[config.mk]
export PLATFORM = sky130hd
export DESIGN_NAME = combine_arbiter
export DESIGN_NICKNAME = d
export VERILOG_FILES = /design/src/rtl/combine_arbiter.sv
export SDC_FILE = /design/constraint.sdc
export NUM_CORES = 1
export LEC_CHECK = 0
export ABC_AREA = 1
export CAP_MARGIN = 20
export CORE_ASPECT_RATIO = 0.75
export CORE_MARGIN = 4
export CORE_UTILIZATION = 45
export CTS_CLUSTER_DIAMETER = 150
export DETAILED_ROUTE_END_ITERATION = 8
export HOLD_SLACK_MARGIN = 0.05
export PLACE_DENSITY_LB_ADDON = 0.25
export REMOVE_ABC_BUFFERS = 1
export SYNTH_ARGS = -nofsm -noshare
export SYNTH_HDL_FRONTEND = slang
export SYNTH_SLANG_ARGS = --single-unit
[constraint.sdc]
create_clock -name clock -period 2.5 [get_ports clock]
set_input_delay 0.5 -clock clock [delete_from_list [all_inputs] [get_ports clock]]
set_output_delay 0.5 -clock clock [all_outputs]
set_load 0.01 [all_outputs]
[src/rtl/combine_arbiter.sv]
// Round-robin arbiter sharing one registered AND/OR unit; capture->gnt 1 cycle, res_valid 2 cycles, 3 cycles/txn.
// Result is held in RESP until res_ready; req is ignored while busy. Optional xfer_cnt under COMBINE_ARB_CNT_EN.
module combine_arbiter #(
  parameter int IDW   = 2,
  parameter int WIDTH = 8,
  localparam int NREQ = 2**IDW
) (
  input  logic                  clock,
  input  logic                  reset_n,
  input  logic [NREQ-1:0]       req,
  input  logic [NREQ-1:0]       op,
  input  logic [NREQ*WIDTH-1:0] a_in,
  input  logic [NREQ*WIDTH-1:0] b_in,
  output logic [NREQ-1:0]       gnt,
  output logic                  busy,
  output logic                  res_valid,
  output logic [WIDTH-1:0]      res_data,
  output logic [IDW-1:0]        res_id,
  input  logic                  res_ready
`ifdef COMBINE_ARB_CNT_EN
  ,
  output logic [15:0]           xfer_cnt
`endif
);

  typedef enum logic [1:0] {S_IDLE, S_EXEC, S_RESP} state_t;

  state_t             r_state;
  state_t             w_next;
  logic [IDW-1:0]     r_last_id;
  logic [WIDTH-1:0]   r_a;
  logic [WIDTH-1:0]   r_b;
  logic               r_op;
  logic               w_found;
  logic [IDW-1:0]     w_win;
  logic               w_capture;

  // Search starts just past the previous winner; k == NREQ wraps back onto it.
  always_comb begin
    w_found = 1'b0;
    w_win   = '0;
    for (int k = 1; k <= NREQ; k++) begin
      if (!w_found && req[r_last_id + IDW'(k)]) begin
        w_found = 1'b1;
        w_win   = r_last_id + IDW'(k);
      end
    end
  end

  assign w_capture = (r_state == S_IDLE) && w_found;
  assign busy      = (r_state != S_IDLE);
  assign res_valid = (r_state == S_RESP);

  always_ff @(posedge clock or negedge reset_n) begin
    if (!reset_n) r_state <= S_IDLE;
    else          r_state <= w_next;
  end

  always_comb begin
    w_next = r_state;
    case (r_state)
      S_IDLE:  if (w_capture) w_next = S_EXEC;
      S_EXEC:  w_next = S_RESP;
      S_RESP:  if (res_ready) w_next = S_IDLE;
      default: w_next = S_IDLE;
    endcase
  end

  always_ff @(posedge clock or negedge reset_n) begin
    if (!reset_n) begin
      gnt       <= '0;
      r_last_id <= '1;
      r_a       <= '0;
      r_b       <= '0;
      r_op      <= 1'b0;
      res_data  <= '0;
      res_id    <= '0;
    end else begin
      gnt <= '0;
      if (w_capture) begin
        gnt       <= {{(NREQ-1){1'b0}}, 1'b1} << w_win;
        r_a       <= a_in[w_win*WIDTH +: WIDTH];
        r_b       <= b_in[w_win*WIDTH +: WIDTH];
        r_op      <= op[w_win];
        r_last_id <= w_win;
      end
      // r_last_id doubles as the in-flight owner ID until the next capture.
      if (r_state == S_EXEC) begin
        res_data <= r_op ? (r_a | r_b) : (r_a & r_b);
        res_id   <= r_last_id;
      end
    end
  end

`ifdef COMBINE_ARB_CNT_EN
  always_ff @(posedge clock or negedge reset_n) begin
    if (!reset_n)
      xfer_cnt <= '0;
    else if (res_valid && res_ready && (xfer_cnt != 16'hFFFF))
      xfer_cnt <= xfer_cnt + 16'd1;
  end
`endif

endmodule

==> results.sh <==
export IMPL_numClockSinks=35
export IMPL_place_gp_congestion=0.897
export IMPL_clock_path_buffers=2
export IMPL_remaining_drc_errors=0
export IMPL_worst_pin_slew_ns=0.762
export IMPL_drv_cap=0
export IMPL_place_area_um2=3470
export IMPL_grt_max_degree=36
export IMPL_cp_start_kind="flop"
export IMPL_ctsResizeCount=0
export IMPL_critical_path_buf_inv_count=1
export IMPL_fillers=470
export IMPL_mostFrequentLayoutCells="nand2_1 (128), clkdlybuf4s50_1 (89), inv_1 (69), nand3_1 (40), dfrtp_1 (33)"
export IMPL_grt_pass1_wl_um=11500
export IMPL_leakage_nw=1.84
export IMPL_ir_drop_v=0.000533
export IMPL_multi_input_area_um2=1230
export IMPL_drive_above_1_share=0.0973
export IMPL_antenna_left=0
export IMPL_grt_antenna_before_repair=0
export IMPL_die_height_um=72.6
export IMPL_synth_area_um2=2500
export IMPL_synth_seq_cells=35
export IMPL_io_pins=91
export IMPL_rows=23
export IMPL_layout_commonest_cell="nand2_1"
export IMPL_grt_overflow_total=0
export IMPL_finalHoldViolCount=0
export IMPL_worst_setup_path_type="flop to flop"
export IMPL_design_area_um2=3560
export IMPL_critPathMostFrequentCell="nand2_1"
export IMPL_routed_wl_um=6670
export IMPL_grt_pass1_vias=2564
export IMPL_syn_inst=385
export IMPL_floorplan_core_area_um2=5350
export IMPL_final_nets=547
export IMPL_rsz0062_at_grt="false"
export IMPL_min_period_ns=2.20
export IMPL_synth_top_area_frac=0.330
export IMPL_insertion_delay_ns=0.30
export IMPL_drv_slew=0
export IMPL_path_clk_slew_ns=0.07
export IMPL_critical_path_slowest_cell="dfstp_2"
export IMPL_max_stage_delay_ns=0.67
export IMPL_hp_class="input port to async pin"
export IMPL_root_buffer="clkbuf_8"
export IMPL_cp_arrival_ns=2.42
export IMPL_slew_headroom=0.492
export IMPL_synth_area_leaders="dfrtp_1 (33%), nand2_1 (19%), inv_1 (10%)"
export IMPL_total_power_w=0.00510
export IMPL_critPathMaxFanout=10
export IMPL_drt_initial_drc_count=127
export IMPL_cts_tree="built"
export IMPL_r2r_start="r_last_id[0]"
export IMPL_r2r_end="r_a[4]"
export IMPL_syn_area_per_cell_um2=6.49
export IMPL_worst_slack_ns=0.297
export IMPL_cp_data_required_time_ns=2.72
export IMPL_ctsHoldBuffers=0
export IMPL_regArea_um2=878
export IMPL_area_growth_pct=42.4
export IMPL_p_per_area_nw_per_um2=1430
export IMPL_synth_distinct_cells=24
export IMPL_finalSetupViolations=0
export IMPL_dp_worst_setup_slack_ns=0.117
export IMPL_io_buffers=90
export IMPL_dp_hpwl_um=5100
export IMPL_dr_pass1_iters=4
export IMPL_critPathTopFamily="simple AND/OR/NAND/NOR gates"
export IMPL_yosys_warnings=0
export IMPL_antenna_cells=0
export IMPL_post_route_period_util=0.881
export IMPL_grtUsageTotal=0.209
export IMPL_start_util=0.467
export IMPL_cts_setup_buffers=0
export IMPL_dieArea_um2=6820
export IMPL_routed_via_density=4.83
export IMPL_ys_seq_area_frac=0.351
export IMPL_cts_htree_levels=2
export IMPL_cts_buffers=5
export IMPL_dieWidth_um=94.1
export IMPL_synth_largest_area_cell="dfrtp_1"
export IMPL_worst_r2r_path_depth=12
export IMPL_rrSetupSlack_ns=0.30
export IMPL_wl_per_cell_um=12.2
export IMPL_status="finished clean"
export IMPL_worst_setup_path_end_kind="flop"
export IMPL_max_clock_freq_ghz=0.454
export IMPL_crit_chain="inv_4 -> nand2_1 -> nand2_1 -> nand2_1 -> nand2_2 -> nor2_4 -> nand2_1 -> nor2_1 -> nor2_1 -> nor2_2 -> nand3_1 -> nand3_1"
export IMPL_skew_ns=0.0117
export IMPL_dr_total_vias=2646
metal layers:
layer | up-vias | track usage | share of wire
li1 | 1367 | - | -
met1 | 1185 | 0.288 | 0.48
met2 | 86 | 0.340 | 0.45
met3 | 8 | 0.0404 | 0.059
met4 | 0 | 0.0577 | 0.010
met5 | - | 0 | 0
registers in the layout (all words and copies together), names as in the netlist:
signal     count
r_state        2
r_a            8
r_last_id      2
res_id         2
r_op           1
r_b            8
res_data       8
gnt            4
per-stage QoR:
step,TNS [ns],std cells,util,hold slack (ns)
after global routing,0,548,0.665,0.343
final,0,548,0.665,0.274
after global placement,0,540,0.648,0.466
after detailed placement,0,540,0.648,0.466
after CTS,0,548,0.665,0.297
after floorplan,-0.843,366,-,0.204
power breakdown:
part	internal, W	switching [W]
registers	0.000854	0.000219
logic	0.00143	0.00217
clock network	0.000222	0.000204
cells in the mapped netlist (all sizes together):
library cell / count
o21a: 1
or2: 6
nand4: 22
dfrtp: 33
buf: 13
nand3: 44
inv: 73
nor2: 15
nand2: 133
dfstp: 2
nor3: 2
a21oi: 14
o21ai: 21
clkbuf: 6
layout make-up:
cell class,count,share of cell area
clock buffer,7,0.0243
clock inverter,1,0.00141
inverter,73,0.0777
multi-input combinational,258,0.346
sequential,35,0.247
tap,75,0.0264
timing repair buffer,99,0.278
cell families after synthesis:
logic type / Yosys count / synth area share
AND/OR/NAND/NOR: 222 / 0.410
flip-flops: 35 / 0.351
buffers and inverters: 92 / 0.156
AO/OA/AOI/OAI: 36 / 0.0821
worst max-delay path by stage:
stage                 startpoint     end  slack (ns)  depth (start not counted)
global route        r_last_id[0]  gnt[2]        0.09                         12
CTS                 r_last_id[0]  r_a[4]        0.33                         12
floorplan           r_last_id[0]  r_a[2]       -0.14                         12
finish              r_last_id[0]  r_a[4]        0.30                         12
detailed placement        req[3]    r_op        0.12                         12
global placement          req[0]    r_op        0.19                         13
Power figures use the tool's default switching activity.
